### src/rtl/sh7604_prescaler.sv
// Free-running 13-bit clock-enable prescaler feeding the SH7604 WDT, FRT and SCI blocks.
// Optional build macro SH7604_PRESC_SBY_RESTART_EN: restart the count on standby exit.
module sh7604_prescaler #(
    parameter bit DISABLE      = 1'b0,
    parameter bit PER_SBY_GATE = 1'b1
) (
    input  logic        clk,
    input  logic        rst,
    input  logic        ce_r,
    input  logic        en,
    input  logic        res_n,
    input  logic        sby,
    output logic [7:0]  wdt_ce,
    output logic [5:0]  per_ce,
    output logic [12:0] div_cnt
);

    logic [12:0] div_q;
    logic [12:0] div_d;
    logic        sby_dly_q;
    logic        sby_dly_d;
    logic        tick;
    logic        restart;
    logic        strobe_en;
    logic        per_gate;
    logic [12:0] ones;
    logic        unused_ones;

    assign tick = en & ce_r & ~DISABLE & res_n;

    // ones[gi] is set when the low gi+1 bits are all ones: the 1/2^(gi+1) strobe point
    for (genvar gi = 0; gi < 13; gi++) begin : g_ones
        assign ones[gi] = &div_q[gi:0];
    end

    assign unused_ones = ones[10];

`ifdef SH7604_PRESC_SBY_RESTART_EN
    assign restart = tick & sby_dly_q & ~sby;
`else
    logic unused_sby_dly;
    assign restart        = 1'b0;
    assign unused_sby_dly = sby_dly_q;
`endif

    always_comb begin
        div_d     = div_q;
        sby_dly_d = sby_dly_q;
        if (!res_n) begin
            div_d     = 13'd0;
            sby_dly_d = 1'b0;
        end else if (tick) begin
            div_d     = restart ? 13'd0 : div_q + 13'd1;
            sby_dly_d = sby;
        end
    end

    always_ff @(posedge clk or posedge rst) begin
        if (rst) begin
            div_q     <= 13'd0;
            sby_dly_q <= 1'b0;
        end else begin
            div_q     <= div_d;
            sby_dly_q <= sby_dly_d;
        end
    end

    assign strobe_en = tick & ~restart;
    assign per_gate  = PER_SBY_GATE & sby;

    assign wdt_ce = {8{strobe_en}} &
                    {ones[12], ones[11], ones[9], ones[8], ones[7], ones[6], ones[5], ones[0]};
    assign per_ce = {6{strobe_en & ~per_gate}} &
                    {ones[6], ones[5], ones[4], ones[3], ones[2], ones[1]};
    assign div_cnt = div_q;

endmodule

### config.mk
export PLATFORM = sky130hd
export DESIGN_NAME = sh7604_prescaler
export DESIGN_NICKNAME = d
export VERILOG_FILES = /design/src/rtl/sh7604_prescaler.sv
export SDC_FILE = /design/constraint.sdc
export NUM_CORES = 1
export LEC_CHECK = 0
export BUFFER_PORTS_ARGS = -buffer_cell sky130_fd_sc_hd__buf_2
export CORE_MARGIN = 4
export CORE_UTILIZATION = 47
export DETAILED_ROUTE_END_ITERATION = 6
export PLACE_DENSITY = 0.78
export SETUP_SLACK_MARGIN = 0.1
export SYNTH_ARGS = -nofsm -noshare
export SYNTH_HDL_FRONTEND = slang
export SYNTH_SLANG_ARGS = --single-unit
### constraint.sdc
create_clock -name clk -period 1.7 [get_ports clk]
set_input_delay 0.085 -clock clk [delete_from_list [all_inputs] [get_ports clk]]
set_output_delay 0.085 -clock clk [all_outputs]
set_load 0.05 [all_outputs]
==> Yosys cells after proc, flatten, opt, wreduce, memory -nomap -nowiden <==
Cells that the tools add are included.
{ "totals": {"input_bits": 6, "reg_bits": 13, "elab_cells": 22, "out_inout_bits": 27} }
{ "classes": {"bitwise": 6, "muxes": 2, "n_eq_ne": 1, "n_reduce_logical": 11, "add_sub_neg": 1} }
{ "op_table": {"columns": ["operator", "n"], "rows": [
  ["2-to-1 mux 13 bit", 2],
  ["adder 13 x 1 -> 13 bit (second input constant)", 1],
  ["AND reduction 13 bit", 1],
  ["AND reduction 12 bit", 1],
  ["AND reduction 10 bit", 1],
  ["AND reduction 9 bit", 1],
  ["bitwise AND 8 bit", 1],
  ["AND reduction 8 bit", 1],
  ["AND reduction 7 bit", 1],
  ["bitwise AND 6 bit", 1],
  ["AND reduction 6 bit", 1],
  ["AND reduction 5 bit", 1],
  ["AND reduction 4 bit", 1],
  ["bitwise AND 1 bit", 3],
  ["AND reduction 3 bit", 1],
  ["!= test 2 x 1 -> 1 bit (second input constant)", 1],
  ["AND reduction 2 bit", 1],
  ["inverter 1 bit", 1]
]} }

==> Longest topological paths before layout <==
{ "depth": {"word_depth": 4, "depth_mapped": 7} }

==> Least setup slack after synthesis <==
Ideal clock, no wire load.
{ "synth_path": {"path_type": "reg-to-output", "from": "register div_q[0] (netlist: div_cnt[0])", "to": "output wdt_ce[2]", "n_path_buf": 1, "path_stages_with_launch": 6, "arrival_ns": 2.988, "setup_slack_ns": -1.373, "cell_sequence": "dfrtp_1 -> ha_1 -> nand3_1 -> buf_2 -> nor3_1 -> and2_1"} }
{ "synth_via": {"elab_chain_cells": 2} }
{ "synth_lines": {"columns": ["element", "line_no", "source"], "rows": [
  ["start, declared", "18", "logic [12:0] div_q;"],
  ["start signal, assigned", "63", "div_q <= div_d;"],
  ["AND reduction 7 bit", "33", "assign ones[gi] = &div_q[gi:0];"],
  ["bitwise AND 8 bit", "71", "assign wdt_ce = {8{strobe_en}} &"],
  ["end, declared", "13", "output logic [7:0] wdt_ce,"]
]} }
Every way passes these cells.

==> Final worst setup path <==
{ "layout_path": {"from": "register div_q[0] (netlist: div_cnt[0])", "to": "output wdt_ce[7]"} }
{ "layout_via": {"elab_chain_cells": 2} }
{ "layout_lines": {"columns": ["element", "line_no"], "rows": [
  ["AND reduction 13 bit", "33"],
  ["bitwise AND 8 bit", "71"]
]} }
Every way passes these cells.

==> impl_metrics.toml <==
[floorplan]
design.die.area_mm2 = 0.00254
start_util_pct = 49.5
core_mm2 = 0.00171
fp-row-count = 15
num_io_pins = 33
fp.dieW_um = 50.4
die_h_um = 50.4

[synthesis]
yosysTopAreaCell = "dfrtp_1"
ys_seq_elements = 13
ys_seq_area_share_pct = 38.5
synth.area.mux_share_pct = 2.37
synthDistinctLibCells = 23
synth_area_um2 = 845
syn_avg_cell_area_um2 = 8.53
synth_top_area_share_pct = 38.5
synth_top_family_by_area = "simple AND/OR/NAND/NOR gates"
async_reset_ff_share_pct = 100
synth_ff_type = "dfrtp_1"
synthSimpleGateAreaFrac_pct = 37.8
yosys_warnings = 0
netlist_top_cells_area = "dfrtp_1 39%, nand2_1 6.2%, a21oi_1 5.9%, ha_1 5.9%, and2_1 4.4%"
synthTopCellsByCount = "14 x nand2_1, 13 x dfrtp_1, 10 x a21oi_1"
synth_xor_area_share_pct = 1.04
synth_compound_area_share_pct = 10.7
synth-edff-count = 0
synthCells = 99
synth_nets = 109
post-synth-top-count-cell = "nand2_1"
synthAdderAreaFrac_pct = 5.93

[clock_tree]
cts.sinks = 13
path_clk_slew_ns = 0.09
cts_tree = "built"
root_buffer = "clkbuf_4"
cts.htree.levels = 1
clockBufferDepth = 2
cts_buffers = 3
clk_latency_ns = 0.29

[power_and_ir_drop]
p_switching_mw = 0.176
seq_power_share_pct = 52.8
total_power_mw = 0.599
p_leak_nw = 0.611
comb_power_share_pct = 12.6
swShare_pct = 29.4
ir_drop_mv = 0.448
internal_power_mw = 0.423
power_density_mw_per_mm2 = 448
clkPwrFrac_pct = 34.6

[cells_and_area]
area_delta_synth_final_pct = 58.4
final_cells = 166
final_util_pct = 78.3
largest_reg_flops = 13
nFillCells = 111
antenna_cells = 0
fin_nets = 152
final_layout_size_suffix_gt1_share_pct = 51.1

[critical_path]
start_kind = "flip-flop"
arrival_ns = 1.66
worstReg2RegStart = "div_cnt[0]"
reg2reg_slack_ns = 0.18
rr_worst_depth = 4
path_cells = "ha_4 > nand3_4 > nor4_4 > and3_4 > buf_8"
worst_path_largest_cell_delay_ns = 0.40
critical_path_class = "reg -> out"
worst-path-buf-inv = 1
worstSetupPathDepth = 5
crit_family = "simple AND/OR/NAND/NOR gates"
crit_path_top_delay_cell = "dfrtp_2"
critical_path_required_ns = 1.62
crit_path_start = "div_cnt[0]"
path_max_fanout = 5
cp-end-kind = "output pin"
cp-endpoint = "wdt_ce[7]"
reg2reg_to = "div_cnt[9]"

[sta]
period_minus_slack_ns = 1.74
drv_slew = 0
worstMarginPinSlew_ns = 0.516
setup_viol = 5
maxSlewHeadroom_pct = 65.5
fin_ws_ns = -0.0421
finalSetupTns_ns = -0.125
fmax_mhz = 574
finClkSkew_ns = 0.00489
finalCritPeriodShare_pct = 102
finalHoldViolations = 0
rsz0062_at_grt = "true"

[grt]
use_met2_pct = 38.7
grt_max_degree = 14
gr-usage-all-layers_pct = 24.0
grt_use_met3_pct = 5.64
grt_overflow = 0
use_met1_pct = 29.7
grt_pass1_vias = 955
grt_most_used_layer = "met2"
antenna_found_initial = 0
grt_pass1_wl_um = 4620

[detailed_routing]
drtIter0Drc = 43
antenna_left = 0
drt-vias-per-instance = 5.92
drc_errors = 0
wire_per_inst_um = 16.0
firstDrtPassIters = 4
routed_wl_um = 2650
num_vias = 982

[placement]
port-buffer-count = 32
dp_hpwl_um = 1770
dp_cells = 157
gp_congestion = 0.842

[outcome]
outcome = "complete, but fails checks"
failed_checks = "setup timing"

[hold_path]
holdCritPathClass = "in -> reg"

[run]
maxCapViolations = 0
worst min-delay path, cell delays in order:
cell and delay, ns:
buf_2 0.16, nand2_1 0.07, mux2i_1 0.06
per-stage QoR:
stage | setup slack [ns] | hold slack [ns] | instance area (um2)
6_report | -0.0421 | 0.117 | 1340
5_1_grt | -0.130 | 0.140 | 1340
4_1_cts | -0.0283 | 0.109 | 1300
3_5_place_dp | 0.107 | 0.148 | 1120
3_3_place_gp | 0.134 | 0.138 | 1120
2_1_floorplan | -0.500 | -0.0384 | 918
kinds of logic after synthesis:
group	Yosys count
AOI/OAI and AO/OA	16
buffers and inverters	8
xor gates and xnor gates	1
DFF	13
and+or+nand+nor	55
muxes	2
adders and majority gates	4
cell type report:
cell class	instances	area [um2]	share of cell area, %
clock inverter	1	5.00	0.374
tap	25	31.3	2.34
sequential	13	334	25.0
multi-input combinational	78	594	44.4
timing repair buffer	42	333	24.9
inverter	4	17.5	1.31
clock buffer	3	22.5	1.68
power by group through the flow:
stage	registers, mW	clock network, mW	logic [mW]
2_1_floorplan	0.335	0	0.0285
3_3_place_gp	0.322	0	0.0694
3_5_place_dp	0.323	0	0.0707
4_1_cts	0.316	0.209	0.0750
5_1_grt	0.316	0.226	0.0844
6_report	0.316	0.207	0.0755
cell usage in the layout (no fill, tap or decap), types with 2 or more instances in the layout:
cell	count
o31ai_1	4
buf_6	2
o21ai_0	2
and2_4	4
dfrtp_1	6
nor2_1	3
nand4_1	6
nand2_1	14
mux2i_1	2
inv_1	3
buf_4	10
nand2b_1	2
a21oi_1	10
nand3_1	4
and3_4	4
nor4_2	4
ha_4	2
buf_8	8
dfrtp_2	7
clkbuf_4	3
buf_2	21
or3_1	2
or4_1	4
and2_1	2
worst min path at each step:
stage / from / to / slack (ns) / cells past startpoint
floorplan: rst / div_cnt[10] / -0.04 / 1
global placement: rst / div_cnt[3] / 0.14 / 2
detailed placement: rst / div_cnt[7] / 0.15 / 2
CTS: res_n / div_cnt[12] / 0.11 / 3
global route: res_n / div_cnt[12] / 0.14 / 3
finish: res_n / div_cnt[12] / 0.12 / 3
layer usage:
layer / vias up / part of all wire [%]
met1: 458 / 40
met3: 11 / 7.1
li1: 452 / -
met2: 61 / 51
met4: 0 / 2.7
met5: - / 0
what timing repair did:
action	4_1_cts	5_1_grt
setup endpoints to repair	12	15
setup buffers	4	0
resized for setup	33	10
pin swaps	3	2
hold buffers	1	0
hold endpoints to repair	13	0
(Power assumes the default switching activity.)
